[config.mk]
export PLATFORM = sky130hd
export DESIGN_NAME = bit_stream_serializer
export DESIGN_NICKNAME = d
export VERILOG_FILES = /design/src/rtl/bit_stream_pkg.sv /design/src/rtl/bit_strobe_gen.sv /design/src/rtl/bit_stream_serializer.sv
export SDC_FILE = /design/constraint.sdc
export NUM_CORES = 1
export LEC_CHECK = 0
export CAP_MARGIN = 20
export CORE_ASPECT_RATIO = 1.25
export CORE_MARGIN = 2
export CORE_UTILIZATION = 55
export CTS_CLUSTER_DIAMETER = 80
export CTS_CLUSTER_SIZE = 28
export DETAILED_ROUTE_END_ITERATION = 6
export GPL_TIMING_DRIVEN = 1
export PLACE_DENSITY = 0.86
export SYNTH_ARGS = -nofsm -noshare
export SYNTH_HDL_FRONTEND = slang
export SYNTH_SLANG_ARGS = --single-unit
[constraint.sdc]
create_clock -name clk -period 10.6 [get_ports clk]
set_input_delay 3.18 -clock clk [delete_from_list [all_inputs] [get_ports clk]]
set_output_delay 3.18 -clock clk [all_outputs]
set_load 0.1 [all_outputs]
[src/rtl/bit_stream_pkg.sv]
// Shared types and default sizes for the bit-stream serializer slice.
package bit_stream_pkg;

  localparam int unsigned DEFAULT_W     = 8;
  localparam int unsigned DEFAULT_DIV_W = 24;

  typedef enum logic {
    IDLE,
    SHIFT
  } ser_state_e;

endpackage

[src/rtl/bit_strobe_gen.sv]
// Programmable-period enable strobe. While run is high, tick fires once every
// max(period,1) cycles; the counter is held at zero while run is low.
module bit_strobe_gen
  import bit_stream_pkg::*;
#(
  parameter int unsigned DIV_W = DEFAULT_DIV_W
) (
  input  logic             clk,
  input  logic             rst,
  input  logic             run,
  input  logic [DIV_W-1:0] period,
  output logic             tick
);

  logic [DIV_W-1:0] cnt;
  logic [DIV_W-1:0] last;

  // Terminal count; period 0 behaves like period 1. Comparing with >= lets a
  // period shortened mid-count fire on the next cycle instead of wrapping.
  always_comb begin
    last = (period == '0) ? '0 : period - DIV_W'(1);
    tick = run && (cnt >= last);
  end

  // Free-running counter, cleared when idle and on every tick.
  always_ff @(posedge clk) begin
    if (rst || !run) begin
      cnt <= '0;
    end else if (tick) begin
      cnt <= '0;
    end else begin
      cnt <= cnt + DIV_W'(1);
    end
  end

endmodule

[src/rtl/bit_stream_serializer.sv]
// Parallel-to-serial converter: accepts a word over valid/ready and shifts it
// out MSB-first on `a`, one bit per `en` strobe, pulsing word_done at the end.
module bit_stream_serializer
  import bit_stream_pkg::*;
#(
  parameter int unsigned W     = DEFAULT_W,
  parameter int unsigned DIV_W = DEFAULT_DIV_W
) (
  input  logic             clk,
  input  logic             rst,
  input  logic [DIV_W-1:0] period,
  input  logic             word_valid,
  output logic             word_ready,
  input  logic [W-1:0]     word_data,
  output logic             a,
  output logic             en,
  output logic             busy,
  output logic             word_done
);

  localparam int unsigned BL_W = $clog2(W + 1);

  ser_state_e      state;
  logic [W-1:0]    shreg;
  logic [BL_W-1:0] bits_left;
  logic            tick;

  bit_strobe_gen #(
    .DIV_W (DIV_W)
  ) u_strobe (
    .clk    (clk),
    .rst    (rst),
    .run    (state == SHIFT),
    .period (period),
    .tick   (tick)
  );

  // Handshake and serial outputs decoded from the state register.
  always_comb begin
    word_ready = (state == IDLE);
    busy       = (state == SHIFT);
    en         = tick && (state == SHIFT);
    a          = (state == SHIFT) && shreg[W-1];
  end

  // Load / shift control with registered end-of-word pulse.
  always_ff @(posedge clk) begin
    if (rst) begin
      state     <= IDLE;
      shreg     <= '0;
      bits_left <= '0;
      word_done <= 1'b0;
    end else begin
      word_done <= 1'b0;
      case (state)
        IDLE: begin
          if (word_valid) begin
            shreg     <= word_data;
            bits_left <= BL_W'(W);
            state     <= SHIFT;
          end
        end
        SHIFT: begin
          if (tick) begin
            shreg     <= {shreg[W-2:0], 1'b0};
            bits_left <= bits_left - BL_W'(1);
            if (bits_left == BL_W'(1)) begin
              state     <= IDLE;
              word_done <= 1'b1;
            end
          end
        end
        default: state <= IDLE;
      endcase
    end
  end

endmodule

Word-level counts from Yosys, hierarchy flattened
Index checks and enable logic that the tools add are counted.
{"block": "word_totals", "regBits": 38, "word_cells": 35, "inputBits": 35, "out_inout_bits": 5}
{"block": "classes", "muxes": 12, "n_reduce_logical": 9, "n_addsub": 3, "magnitude_cmp": 1, "n_bitwise": 2, "eq_ne": 3}
{"op": "24-bit by 1-bit adder with 24-bit output (second input constant)", "count": 1}
{"op": "24-bit >= comparator", "count": 1}
{"op": "24-bit logical NOT", "count": 1}
{"op": "24-bit two-way mux", "count": 1}
{"op": "24-bit by 1-bit subtractor with 24-bit output (second input constant)", "count": 1}
{"op": "8-bit two-way mux", "count": 2}
{"op": "8-bit case mux with 2 select lines", "count": 1}
{"op": "4-bit two-way mux", "count": 2}
{"op": "4-bit case mux with 2 select lines", "count": 1}
{"op": "4-bit by 1-bit equality test with 1-bit output (second input constant)", "count": 1}
{"op": "1-bit two-way mux", "count": 4}
{"op": "4-bit by 1-bit subtractor with 4-bit output (second input constant)", "count": 1}
{"op": "1-bit logical AND", "count": 3}
{"op": "3-bit OR reduction", "count": 1}
{"op": "2-bit by 1-bit != test with 1-bit output (second input constant)", "count": 1}
{"op": "2-bit != test (second input constant)", "count": 1}
{"op": "1-bit NOT", "count": 2}
{"op": "1-bit case mux with 2 select lines", "count": 1}
{"op": "2-bit AND reduction", "count": 1}
{"op": "2-bit OR reduction", "count": 1}
{"op": "1-bit logical NOT", "count": 1}
{"op": "1-bit logical OR", "count": 1}

Logic depth before layout (Yosys ltp)
{"block": "depth", "word_depth": 6, "depth_mapped": 15, "depth_no_buf": 13}

Cells and area by module
Synthesis repeated with hierarchy kept, for this count alone.
{"block": "hier_totals", "cells_unflattened": 339, "area_unflattened_um2": 2795.2}
{"mod": "bit_strobe_gen", "cells_per_inst": 271, "seq_area_each_um2": 480.5, "area_per_inst_um2": 2109.5, "instances": 1}
{"mod": "bit_stream_serializer", "cells_per_inst": 68, "seq_area_each_um2": 280.3, "area_per_inst_um2": 685.7, "instances": 1}

Worst setup path after synthesis
OpenSTA, ideal clock, no wires.
{"block": "synth_timing", "path_kind": "input to output", "start": "in period[11]", "end": "out en", "path_slack_ps": -185, "t_required_ps": 7420, "path_buffers": 1, "stages": 14, "arrival_ps": 7605, "cell_sequence": "or4_4 -> or4b_4 -> or3_1 -> buf_2 -> or4_4 -> nor3b_2 -> a21oi_1 -> ha_1 -> nand4_1 -> or3_1 -> a2111oi_0 -> and2_1 -> o21ai_0 -> inv_1"}
{"block": "synth_via", "elab_chain_cells": 5, "word_cells_on_any_way": 6, "classes_between": "add/sub: 1; order compare: 1; mux: 1; reduce/logical: 3"}
{"item": "start: declaration", "line_no": "bit_stream_serializer.sv:11", "source": "input logic [DIV_W-1:0] period,"}
{"item": "24-bit by 1-bit subtractor with 24-bit output / 24-bit logical NOT (equally long branches)", "line_no": "bit_strobe_gen.sv:21", "source": "last = (period == '0) ? '0 : period - DIV_W'(1);"}
{"item": "24-bit two-way mux *", "line_no": "bit_strobe_gen.sv:21"}
{"item": "24-bit >= comparator *", "line_no": "bit_strobe_gen.sv:22", "source": "tick = run && (cnt >= last);"}
{"item": "1-bit logical AND *", "line_no": "bit_strobe_gen.sv:22"}
{"item": "1-bit logical AND *", "line_no": "bit_stream_serializer.sv:42", "source": "en = tick && (state == SHIFT);"}
{"item": "end: declaration", "line_no": "bit_stream_serializer.sv:16", "source": "output logic en,"}
Every way passes the cells marked *; elsewhere a longest branch is shown, timed or not.

Worst setup path after layout
Same ends and word-level chain as after synthesis.

==> flow_summary.yaml <==
synthesis:
  yosysWarningCount: 0
  synth_area_um2: 2780
  synth_cell_types: 42
  syn_inst: 340
  syn_avg_cell_area_um2: 8.19
  syn_nets: 404
  yosys_register_bits: 38
  ys_seq_area_frac: 0.273
global_route:
  grt_pass1_wl_um: 10600
  grt_max_degree: 25
  grt.overflow.total: 0
  grt_use_total: 0.233
  grt_pass1_vias: 2581
  grt_antenna_before_repair: 0
sta:
  skew_ns: 0.00881
  max_freq_mhz: 96.3
  post-route-period-util: 0.980
  slew_violations: 0
  layout_min_cycle_time_ns: 10.39
  worst_pin_slew_ns: 0.963
  grt_setup_unrepaired: "no"
  setup_violations: 0
  slew_headroom: 0.356
  fin_tns_setup_ns: 0
  whs_ns: 0.465
  hold_viol: 0
floorplanning:
  die_x_um: 67.6
  io_pins: 40
  floorplan.initialDensity: 0.580
  rows: 28
  core_um2: 4800
  die_area_um2: 5650
  die_y_um: 83.5
power:
  p_per_area_nw_per_um2: 87.3
  p_comb_frac: 0.183
  p_clk_frac: 0.318
  ir_worst_vdd_uv: 46.7
  power.switching_mw: 0.0827
  p_leak_nw: 1.52
  swShare: 0.275
  power_frac_seq: 0.499
  total_power_mw: 0.301
  p_int_mw: 0.218
min_path:
  hp-class: "reg2reg"
place:
  dp_cells: 439
  io_buffers: 39
  place_congestion: 0.803
  place_hpwl_um: 4810
worst_setup_path:
  critPathArrivalTime_ns: 7.21
  path_cells: "dlymetal6s2s_1 > or4_4 > or4b_4 > or3_4 > or4_4 > nor3b_2 > a21oi_1 > ha_1 > nand4_1 > or3_4 > a2111oi_4 > buf_4 > and2_4 > o21ai_2 > inv_2 > buf_12"
  end_kind: "primary output"
  crit_required_ns: 7.42
  worst_path_largest_cell_delay_ns: 0.53
  cpLargestDelayFamily: "simple AND/OR/NAND/NOR gates"
  critPathMaxFanout: 2
  cp_slowest_cell: "or4_4"
  cp-start-kind: "input port"
  critPathKind: "in2out"
  crit_buf_inv: 4
route:
  antenna_left: 0
  vias: 2668
  firstDrtPassIters: 4
  vias_per_cell: 5.98
  routedWlPerCell_um: 13.9
  drc: 0
  drt_iter0_drc: 146
  drt-total-wl_um: 6200
cells_and_area:
  final_common_cell: "dfxtp_1"
  fin_cells: 446
  area_delta_synth_final_pct: 23.7
  drive_gt1_frac: 0.0933
  final_cell_mix: "38 x dfxtp_1, 36 x nand2_1, 35 x nor2_1"
  nets: 450
  antenna_cells: 0
  utilization: 0.718
run:
  drv_cap: 0
clock_network:
  cts_hold_buf: 0
  cts-root-buf: "clkbuf_8"
  numCtsBuffers: 5
  clk_latency_ns: 0.29
  cts_sinks: 38
  clkTransAtPathRegs_ns: 0.07
  cts_tree: "yes"
  htreeDepth: 2
  cts.path.max_buffers: 2
outcome:
  outcome: "finished, final reports clean"
==> state kept, by name, summed over array words and instances, names as in the netlist <==
name          cells
bits_left         4
busy              1
shreg             8
u_strobe.cnt     24
word_done         1
==> cells by family after synthesis <==
family	after synthesis	share of synthesized area
adders and majority gates	29	0.130
xor gates and xnor gates	41	0.129
muxes	7	0.0252
DFF	38	0.273
AOI/OAI and AO/OA	51	0.131
and+or+nand+nor	150	0.278
buffers and inverters	24	0.0328
==> cells in the mapped netlist, drive strengths merged <==
| cell type | number | share of area |
|---|---|---|
| and3 | 9 | 0.020 |
| or3 | 4 | 0.0090 |
| nor3 | 14 | 0.025 |
| o221ai | 1 | 0.0031 |
| o31a | 1 | 0.0031 |
| a31oi | 2 | 0.0045 |
| nor4 | 6 | 0.013 |
| o21ai | 11 | 0.020 |
| mux2i | 7 | 0.025 |
| clkbuf | 13 | 0.018 |
| dfxtp | 38 | 0.27 |
| nand3 | 10 | 0.018 |
| a2111oi | 1 | 0.0031 |
| o311ai | 7 | 0.022 |
| nand4 | 11 | 0.025 |
| nand4b | 1 | 0.0031 |
| or4 | 4 | 0.013 |
| inv | 9 | 0.012 |
| a21o | 1 | 0.0027 |
| xor2 | 30 | 0.094 |
| o211a | 8 | 0.029 |
| nor2 | 35 | 0.047 |
| a21oi | 11 | 0.020 |
| xnor2 | 11 | 0.035 |
| or2 | 2 | 0.0045 |
| nor4b | 2 | 0.0063 |
| a41o | 1 | 0.0036 |
| nand2b | 4 | 0.0090 |
| nor3b | 1 | 0.0045 |
| nand2 | 36 | 0.049 |
| o31ai | 1 | 0.0027 |
| or4b | 1 | 0.0049 |
| and4 | 4 | 0.013 |
| and2 | 4 | 0.0090 |
| ha | 29 | 0.13 |
| a211oi | 4 | 0.011 |
| o2111ai | 1 | 0.0031 |
| nor2b | 2 | 0.0045 |
| buf | 2 | 0.0031 |
| o2111a | 1 | 0.0040 |
==> power groups by stage <==
stage	sequential (mW)	clock, mW	combinational, mW
2_1_floorplan	0.154	0	0.0292
5_1_grt	0.151	0.103	0.0606
3_3_place_gp	0.153	0	0.0528
3_5_place_dp	0.153	0	0.0547
6_report	0.150	0.0955	0.0550
4_1_cts	0.150	0.0966	0.0552
==> per-stage QoR <==
step	worst slack (ns)	area (um^2)
after CTS	0.0663	3430
final	0.211	3440
after floorplan	0.0385	2780
after detailed placement	-0.356	3310
after global routing	0.0711	3440
after global placement	-0.215	3310
==> path summary, 6_finish.rpt <==
kind	startpoint	to	slack (ns)	cells after the start
max	period[11]	en	0.21	16
min	u_strobe.cnt[0]	u_strobe.cnt[0]	0.47	1
max reg2reg	u_strobe.cnt[7]	u_strobe.cnt[12]	7.84	7
min reg2reg	u_strobe.cnt[0]	u_strobe.cnt[0]	0.47	1
==> layer usage <==
| layer | global-route usage | up-vias | routed length (um) | part of all wire |
|---|---|---|---|---|
| met4 | 0.106 | 0 | 141 | 0.023 |
| met3 | 0.0418 | 12 | 296 | 0.048 |
| met5 | 0 | - | 0 | 0 |
| li1 | - | 1318 | - | - |
| met2 | 0.413 | 87 | 3120 | 0.50 |
| met1 | 0.260 | 1251 | 2640 | 0.43 |
==> area by class of cell <==
type                    instances  area [um^2]
clock buffers                   5         68.8
fillers                       362         1360
repair buffers                 54          523
multi-input cells             278         1970
clock inverters                 2         10.0
inverters                       9         33.8
flip-flops and latches         38          761
well taps                      60         75.1
==> timing repair <==
action | 4_1_cts | 5_1_grt
resized for setup | 8 | 5
setup buffers | 0 | 0
setup endpoints to repair | 1 | 1
pin swaps | 2 | 3
Power figures use the tool's default switching activity.
